## config.mk

```make
export PLATFORM = sky130hd
export DESIGN_NAME = mux_4_scan_ctrl
export DESIGN_NICKNAME = d
export VERILOG_FILES = /design/src/rtl/mux_4_scan_pkg.sv /design/src/rtl/mux_4_scan_ctrl_settle_timer.sv /design/src/rtl/mux_4_scan_ctrl.sv
export SDC_FILE = /design/constraint.sdc
export NUM_CORES = 1
export LEC_CHECK = 0
export BUFFER_PORTS_ARGS = -buffer_cell sky130_fd_sc_hd__buf_2
export CORE_ASPECT_RATIO = 0.9
export CORE_MARGIN = 2
export CORE_UTILIZATION = 55
export CTS_BUF_LIST = sky130_fd_sc_hd__clkbuf_4 sky130_fd_sc_hd__clkbuf_8
export DETAILED_ROUTE_END_ITERATION = 8
export PLACE_DENSITY = 0.79
export SETUP_SLACK_MARGIN = 0.4
export SLEW_MARGIN = 20
export SYNTH_ARGS = -nofsm -noshare
export SYNTH_HDL_FRONTEND = slang
export SYNTH_SLANG_ARGS = --single-unit
```

## constraint.sdc

```tcl
create_clock -name clk -period 3.91 [get_ports clk]
set_clock_uncertainty 0.15 [all_clocks]
set_input_delay 0.391 -clock clk [delete_from_list [all_inputs] [get_ports clk]]
set_output_delay 0.391 -clock clk [all_outputs]
set_load 0.01 [all_outputs]
```

## src/rtl/mux_4_scan_pkg.sv

```systemverilog
// Shared types and constants for the 4:1 mux scan sequencer.
package mux_4_scan_pkg;

  localparam int unsigned CNT_W  = 4;
  localparam int unsigned SEL_W  = 2;
  localparam int unsigned WORD_W = 4;

  localparam logic [SEL_W-1:0] SEL_FIRST = 2'b00;
  localparam logic [SEL_W-1:0] SEL_LAST  = 2'b11;

  typedef enum logic [1:0] {
    ST_IDLE = 2'd0,
    ST_SCAN = 2'd1,
    ST_HOLD = 2'd2
  } state_e;

endpackage

```

## src/rtl/mux_4_scan_ctrl_settle_timer.sv

```systemverilog
// Loadable down-counter; zero flags that the current sel window has elapsed.
module settle_timer
  import mux_4_scan_pkg::*;
(
  input  logic             clk,
  input  logic             rst_n,
  input  logic             load,
  input  logic             en,
  input  logic [CNT_W-1:0] load_val,
  output logic             zero
);

  logic [CNT_W-1:0] cnt_q, cnt_d;
  logic             zero_q, zero_d;

  always_comb begin
    cnt_d = cnt_q;
    if (load) begin
      cnt_d = load_val;
    end else if (en && (cnt_q != '0)) begin
      cnt_d = cnt_q - CNT_W'(1);
    end
    zero_d = (cnt_d == '0);
  end

  always_ff @(posedge clk or negedge rst_n) begin
    if (!rst_n) begin
      cnt_q  <= '0;
      zero_q <= 1'b1;
    end else begin
      cnt_q  <= cnt_d;
      zero_q <= zero_d;
    end
  end

  assign zero = zero_q;

endmodule

```

## src/rtl/mux_4_scan_ctrl.sv

```systemverilog
// Steps the 4:1 mux select, samples its output per select and hands the word downstream.
module mux_4_scan_ctrl
  import mux_4_scan_pkg::*;
#(
  parameter int unsigned SETTLE = 1
) (
  input  logic              clk,
  input  logic              rst_n,
  input  logic              start,
  input  logic              continuous,
  input  logic              mux_out,
  output logic [SEL_W-1:0]  sel,
  output logic [WORD_W-1:0] data,
  output logic              valid,
  input  logic              ready,
  output logic              busy
);

  state_e              state_q, state_d;
  logic [SEL_W-1:0]    sel_q, sel_d;
  logic [WORD_W-1:0]   word_q, word_d;
  logic [WORD_W-1:0]   data_q, data_d;
  logic                valid_q, valid_d;
  logic                busy_q, busy_d;
  logic [WORD_W-1:0]   captured;
  logic                tmr_load, tmr_en, tmr_zero;

  settle_timer u_settle_timer (
    .clk      (clk),
    .rst_n    (rst_n),
    .load     (tmr_load),
    .en       (tmr_en),
    .load_val (CNT_W'(SETTLE - 1)),
    .zero     (tmr_zero)
  );

  always_comb begin
    state_d  = state_q;
    sel_d    = sel_q;
    word_d   = word_q;
    data_d   = data_q;
    valid_d  = valid_q;
    tmr_load = 1'b0;
    tmr_en   = 1'b0;
    captured = word_q;
    captured[sel_q] = mux_out;

    case (state_q)
      ST_IDLE: begin
        if (start || continuous) begin
          state_d  = ST_SCAN;
          sel_d    = SEL_FIRST;
          word_d   = '0;
          tmr_load = 1'b1;
        end
      end
      ST_SCAN: begin
        tmr_en = 1'b1;
        if (tmr_zero) begin
          word_d = captured;
          if (sel_q == SEL_LAST) begin
            data_d  = captured;
            valid_d = 1'b1;
            sel_d   = SEL_FIRST;
            state_d = ST_HOLD;
          end else begin
            sel_d    = sel_q + SEL_W'(1);
            tmr_load = 1'b1;
          end
        end
      end
      ST_HOLD: begin
        // Data stays frozen until the consumer takes it
        if (valid_q && ready) begin
          valid_d = 1'b0;
          if (continuous || start) begin
            state_d  = ST_SCAN;
            sel_d    = SEL_FIRST;
            word_d   = '0;
            tmr_load = 1'b1;
          end else begin
            state_d = ST_IDLE;
          end
        end
      end
      default: begin
        state_d = ST_IDLE;
      end
    endcase

    busy_d = (state_d != ST_IDLE);
  end

  always_ff @(posedge clk or negedge rst_n) begin
    if (!rst_n) begin
      state_q <= ST_IDLE;
      sel_q   <= SEL_FIRST;
      word_q  <= '0;
      data_q  <= '0;
      valid_q <= 1'b0;
      busy_q  <= 1'b0;
    end else begin
      state_q <= state_d;
      sel_q   <= sel_d;
      word_q  <= word_d;
      data_q  <= data_d;
      valid_q <= valid_d;
      busy_q  <= busy_d;
    end
  end

  assign sel   = sel_q;
  assign data  = data_q;
  assign valid = valid_q;
  assign busy  = busy_q;

endmodule

```

==> results_dict.tcl, run 1 <==
set metrics [dict create \
    r2r-start "u_settle_timer.cnt_q[0]$_DFF_PN0_" \
    syn-instance-count 96 \
    r2r_slack_ns 2.28 \
    hpwl_um 1340 \
    min_from "ready" \
    crit_family "simple AND/OR/NAND/NOR gates" \
    synthTopCellsByCount "dfrtp_1 (17), o21ai_0 (14), inv_1 (9), a21oi_1 (8), nand2_1 (8)" \
    synth_edf_count 0 \
    antenna_found_initial 0 \
    start_util_pct 57.29 \
    period_minus_slack_ns 1.628 \
    drv_cap 0 \
    setup_viol 0 \
    port_buffers 13 \
    core_um2 1647 \
    cts_tree "yes" \
    critPathMostFrequentCell "inv_1" \
    criticalPathCategory "register to register" \
    timing.rr.end "u_settle_timer.cnt_q[2]$_DFF_PN0_" \
    wire_per_inst_um 13.35 \
    critPathBufInv 2 \
    postCtsHoldBufs 1 \
    slew_headroom_pct 70.49 \
    cts_root_buffer "clkbuf_4" \
    setup_ws_ns 2.282 \
    gp_congestion 0.7692 \
    worstMarginPinSlew_ns 0.4380 \
    clk_pin_slew_ns 0.10 \
    synthArstFlopShare_pct 100.0 \
    vdd_drop_max_v 0.0004904 \
    hold_path_class "input port to register" \
    synth_cell_types 32 \
    gr-total-overflow 0 \
    multi_input_area_um2 439.2 \
    drive_gt1_share_pct 16.96 \
    syn_nets 107 \
    yosysMostFrequentCell "dfrtp_1" \
    vias 736 \
    max_stage_delay_ns 0.51 \
    rr_worst_depth 5 \
    worst_setup_path_start_kind "register" \
    die_w_um 47.66 \
    drtPass1Iterations 4 \
    io_pins 14 \
    synth_ff_type "dfrtp_1" \
    drt_iter0_drc 12 \
    grt_pass1_wl_um 3091 \
    grt_pass1_vias 692 \
    syn_to_final_growth_pct 13.00 \
    drc_errors 0 \
    crit_fanout 5 \
    synth.largest_area_cell "dfrtp_1" \
    via_per_inst 5.412 \
    die-area_um2 2063 \
    yosysWarnings 0 \
    grt_max_degree 19 \
    wl_um 1815 \
    clock_path_buffers 2 \
    fill_cells 159 \
    synth_area_um2 943.4 \
    clock.fmax_ghz 0.6143 \
    track_usage_pct 21.73 \
    drv_slew 0 \
    clock-sinks 18 \
    utilization_pct 64.74 \
    crit_path_end_kind "register" \
    p_per_area_nw_per_um2 672.2 \
    finalCritPeriodShare_pct 41.63 \
    h-tree-depth 1 \
    fin_nets 124 \
    antenna_left 0 \
    synth-seq-area-share_pct 47.88 \
    synth.area.top_cells "dfrtp_1 (45%), o21ai_0 (7.4%), ha_1 (6.6%), a21oi_1 (4.2%), inv_1 (3.6%)" \
    register_area_um2 451.7 \
    rsz0062_at_grt "false" \
    min_to "valid$_DFFE_PN0P_" \
    ys_ff_latch 18 \
    post_cts_buffers 0 \
    antenna_cells 0 \
    power.leakage_nw 0.5009 \
    worstPathArrival_ns 1.70 \
    cts-resized-gates 0 \
    finalPower_uw 716.5 \
    hold_viol_final 0 \
    synth_top_area_share_pct 45.09 \
    cts_buffers 3 \
    worstSkewPairLatency_ns 0.29 \
    whs_ns 0.2545 \
    min_path_cells 4 \
    status "finished clean" \
    syn_avg_cell_area_um2 9.827 \
    dp_slack_ns 2.277 \
    die_y_um 43.29 \
    num_rows 14 \
    slowest_stage "or4b_1" \
    path_cells "inv_1 -> ha_1 -> inv_1 -> or4b_1 -> a21oi_1" \
    worstPathRequired_ns 3.98 \
    setup_tns_ns 0 \
]
==> layout make-up <==
cell class / count / share of cell area [%]
multi-input cells: 67 / 41.20
inverters: 9 / 3.169
repair buffers: 14 / 7.042
well taps: 24 / 2.817
flip-flops and latches: 18 / 42.37
clock buffers: 4 / 3.404
==> cell usage in the layout (no fill, tap or decap), types with 2 or more instances in the layout <==
cell type,count
o21bai_1,2
nor2b_1,3
nor3b_1,2
o21ai_0,14
or3_1,4
clkbuf_4,3
a21oi_1,8
ha_1,5
inv_1,9
buf_2,13
dfrtp_1,17
a22oi_1,3
nand2_1,8
==> cells by family after synthesis <==
logic type | synth area share [%]
AO/OA/AOI/OAI | 19.63
XOR/XNOR | 0.9286
adder cells (fa/ha/maj) | 6.631
buffers and inverters | 5.570
flip-flops | 47.88
AND/OR/NAND/NOR | 19.36
==> worst min-delay path, delay by kind of cell <==
family | cells | cell delay, ns
AO/OA/AOI/OAI | 2 | 0.13
buffers and inverters | 2 | 0.14
==> stage by stage <==
stage / std cells / cell area (µm²)
6_report: 136 / 1066
4_1_cts: 136 / 1066
5_1_grt: 136 / 1066
3_5_place_dp: 131 / 1020
3_3_place_gp: 131 / 1020
2_1_floorplan: 96 / 943.4
==> per-layer routing <==
metal	vias to the layer above	wire length [µm]	track usage [%]
met5	-	0	0
met2	18	847	30.81
met4	0	13	4.865
met3	2	96	8.936
met1	348	857	30.91
li1	368	-	-
==> how the worst max path moves through the flow <==
stage / from / endpoint / slack (ns) / depth (start not counted)
after floorplan: u_settle_timer.cnt_q[0]$_DFF_PN0_ / u_settle_timer.cnt_q[2]$_DFF_PN0_ / 2.38 / 5
after CTS: u_settle_timer.cnt_q[0]$_DFF_PN0_ / u_settle_timer.cnt_q[2]$_DFF_PN0_ / 2.28 / 5
after detailed placement: u_settle_timer.cnt_q[0]$_DFF_PN0_ / u_settle_timer.cnt_q[2]$_DFF_PN0_ / 2.28 / 5
after global placement: u_settle_timer.cnt_q[0]$_DFF_PN0_ / u_settle_timer.cnt_q[2]$_DFF_PN0_ / 2.35 / 5
after global routing: u_settle_timer.cnt_q[0]$_DFF_PN0_ / u_settle_timer.cnt_q[2]$_DFF_PN0_ / 2.13 / 5
final: u_settle_timer.cnt_q[0]$_DFF_PN0_ / u_settle_timer.cnt_q[2]$_DFF_PN0_ / 2.28 / 5
==> power by group <==
part / leakage (nW) / internal (mW) / switching (mW)
registers: 0.225 / 0.243 / 0.0488
logic: 0.255 / 0.131 / 0.181
clock network: 0.0210 / 0.0568 / 0.0556
==> registers in the layout, indices dropped and copies added, names as in the netlist <==
register / flops
busy: 1
state_q: 2
valid: 1
word_q: 3
data: 4
u_settle_timer.zero: 1
sel: 2
u_settle_timer.cnt_q: 4
(Power assumes the default switching activity.)
==> run 2, diff against run 1 <==
clock period = 1.5 ns   (was 3.91 ns; I/O delays follow)
==> run 2 against run 1 <==
Against the previous run: the flow now finishes with violations (hold timing, setup timing); clock-buffer cell count unchanged; first-iteration DRC count up 50%; flip-flop and latch count unchanged; wire length up 52%; critical path depth down 2; maximum frequency up 0.20%; global-route usage up 1.2 points; combinational power rose to 5.5 times the previous value; die area unchanged.
==> results_dict.tcl, run 2 (synthesis gave the netlist of run 1 again) <==
set metrics [dict create \
    period_minus_slack_ns 1.625 \
    core_um2 1647 \
    p_per_area_nw_per_um2 1941 \
    hold_path_class "input port to register" \
    h-tree-depth 1 \
    clkPwrFrac_pct 10.6 \
    vdd_drop_max_v 0.001602 \
    clock.fmax_ghz 0.6155 \
    worstSkewPairLatency_ns 0.30 \
    utilization_pct 88.98 \
    crit_path_end_kind "register" \
    final_common_cell "buf_4" \
    worstPathRequired_ns 1.56 \
    layout_common_cells "buf_4 (13), dfrtp_1 (12), buf_6 (12)" \
    crit_fanout 11 \
    drt_iter0_drc 18 \
    pwr-share-seq_pct 28.6 \
    comb_power_share_pct 60.8 \
    port_buffers 13 \
    slew_headroom_pct 73.40 \
    worst_setup_path_start_kind "register" \
    setup_ws_ns -0.1246 \
    cts_root_buffer "clkbuf_4" \
    status "complete, but fails checks" \
    fin_area_um2 1465 \
    hold_viol_final 1 \
    die-area_um2 2063 \
    finalCritPeriodShare_pct 108.3 \
    drv_slew 0 \
    grt_max_degree 19 \
    grt_pass1_vias 749 \
    rr_worst_depth 3 \
    track_usage_pct 22.95 \
    grt_pass1_wl_um 3332 \
    drc_errors 0 \
    syn_to_final_growth_pct 55.31 \
    violations "hold timing, setup timing" \
    min_path_cells 3 \
    antenna_found_initial 0 \
    die_w_um 47.66 \
    fill_cells 80 \
    dpl_cell_area_um2 1105 \
    worstPathArrival_ns 1.69 \
    power.switching_fraction_pct 40.50 \
    antenna_left 0 \
    start_util_pct 57.29 \
    drive_gt1_share_pct 59.40 \
    gr-total-overflow 0 \
    whs_ns -0.0007476 \
    power.leakage_nw 0.6412 \
    io_pins 14 \
    drv_cap 0 \
    p_sw_mw 1.152 \
    hpwl_um 1368 \
    min_from "mux_out" \
    criticalPathCategory "register to register" \
    antenna_cells 0 \
    fin_nets 145 \
    setup_viol 5 \
    rsz0062_at_grt "true" \
    num_rows 14 \
    r2r_slack_ns -0.12 \
    clock-sinks 18 \
    die_y_um 43.29 \
    min_to "data[2]$_DFFE_PN0P_" \
    clk_pin_slew_ns 0.11 \
    vias 930 \
    p_int_mw 1.692 \
    wire_per_inst_um 17.55 \
    cts_tree "yes" \
    clock_path_buffers 2 \
    register_area_um2 457.9 \
    drtPass1Iterations 4 \
    gp_congestion 0.7697 \
    wl_um 2755 \
    via_per_inst 5.924 \
    multi_input_area_um2 616.8 \
    cts_buffers 3 \
    timing.rr.end "u_settle_timer.cnt_q[2]$_DFF_PN0_" \
    finalPower_mw 2.843 \
    worstMarginPinSlew_ns 0.3990 \
    r2r-start "state_q[1]$_DFF_PN0_" \
]
-- run 2: changes by cell type in the layout (fill, tap and decap cells not counted), moves of 4 or more --
| cell | change |
|---|---|
| buf_4 | +13 |
| buf_6 | +12 |
| o21ai_0 | -9 |
| dfrtp_1 | -5 |
| dfrtp_2 | +5 |
| ha_1 | -5 |
| ha_4 | +5 |
| nand2_1 | -5 |
| o21ai_2 | +5 |
| buf_2 | -4 |
| inv_1 | -4 |
| nand2_2 | +4 |
| o21ai_1 | +4 |
-- run 2: worst max path at each step --
stage / endpoint / startpoint / slack (ns) / cells past startpoint
6_report: u_settle_timer.cnt_q[2]$_DFF_PN0_ / state_q[1]$_DFF_PN0_ / -0.12 / 3
5_1_grt: u_settle_timer.cnt_q[3]$_DFF_PN0_ / u_settle_timer.cnt_q[1]$_DFF_PN0_ / -0.17 / 3
4_1_cts: u_settle_timer.cnt_q[3]$_DFF_PN0_ / u_settle_timer.cnt_q[0]$_DFF_PN0_ / -0.04 / 3
3_5_place_dp: u_settle_timer.cnt_q[3]$_DFF_PN0_ / u_settle_timer.cnt_q[1]$_DFF_PN0_ / -0.03 / 3
3_3_place_gp: u_settle_timer.cnt_q[3]$_DFF_PN0_ / u_settle_timer.cnt_q[1]$_DFF_PN0_ / 0.01 / 3
2_1_floorplan: u_settle_timer.cnt_q[3]$_DFF_PN0_ / u_settle_timer.cnt_q[0]$_DFF_PN0_ / 0.02 / 3
-- run 2: per-stage QoR --
step	TNS (ns)	setup slack (ns)	hold WS, ns	instances
global placement	0	0.01043	-0.05107	138
detailed placement	-0.04187	-0.02826	-0.05366	138
finish	-0.3423	-0.1246	-0.0007476	157
floorplan	0	0.02085	-0.2956	96
global route	-0.5040	-0.1712	0.02855	157
CTS	-0.1038	-0.04142	0.01176	153
-- run 2: power by group through the flow --
stage          Sequential, mW  Combinational (mW)  Clock [mW]
6_report                0.812                1.73       0.301
5_1_grt                 0.830                1.84       0.323
4_1_cts                 0.779                1.31       0.298
3_5_place_dp            0.769               0.941           0
3_3_place_gp            0.758               0.922           0
2_1_floorplan           0.773               0.656           0
-- run 2: timing repair --
action | CTS | global route
setup buffers | 10 | 4
gates cloned | 0 | 0
setup endpoints to repair | 26 | 26
endpoints found under the hold margin | 18 | 0
pin swaps | 2 | 11
gates resized for setup | 26 | 33
hold buffers | 1 | 0
-- run 2: area by class of cell --
cell class	count	area share, %
clock buffer	4	2.477
inverter	9	2.477
multi-input combinational	67	42.10
sequential	18	31.26
tap	24	2.050
timing repair buffer	35	19.64
-- run 2: layer usage --
layer | GRT usage (%) | part of all wire [%]
met5 | 0 | 0
met1 | 30.48 | 44
met4 | 5.946 | 3.8
met3 | 6.383 | 5.2
met2 | 36.22 | 47
-- run 2: critical path, stage by stage, from the launching register on --
cell	delay (ns)
dfrtp_2	0.45
nand2b_4	0.21
or4b_1	0.53
a21oi_1	0.19
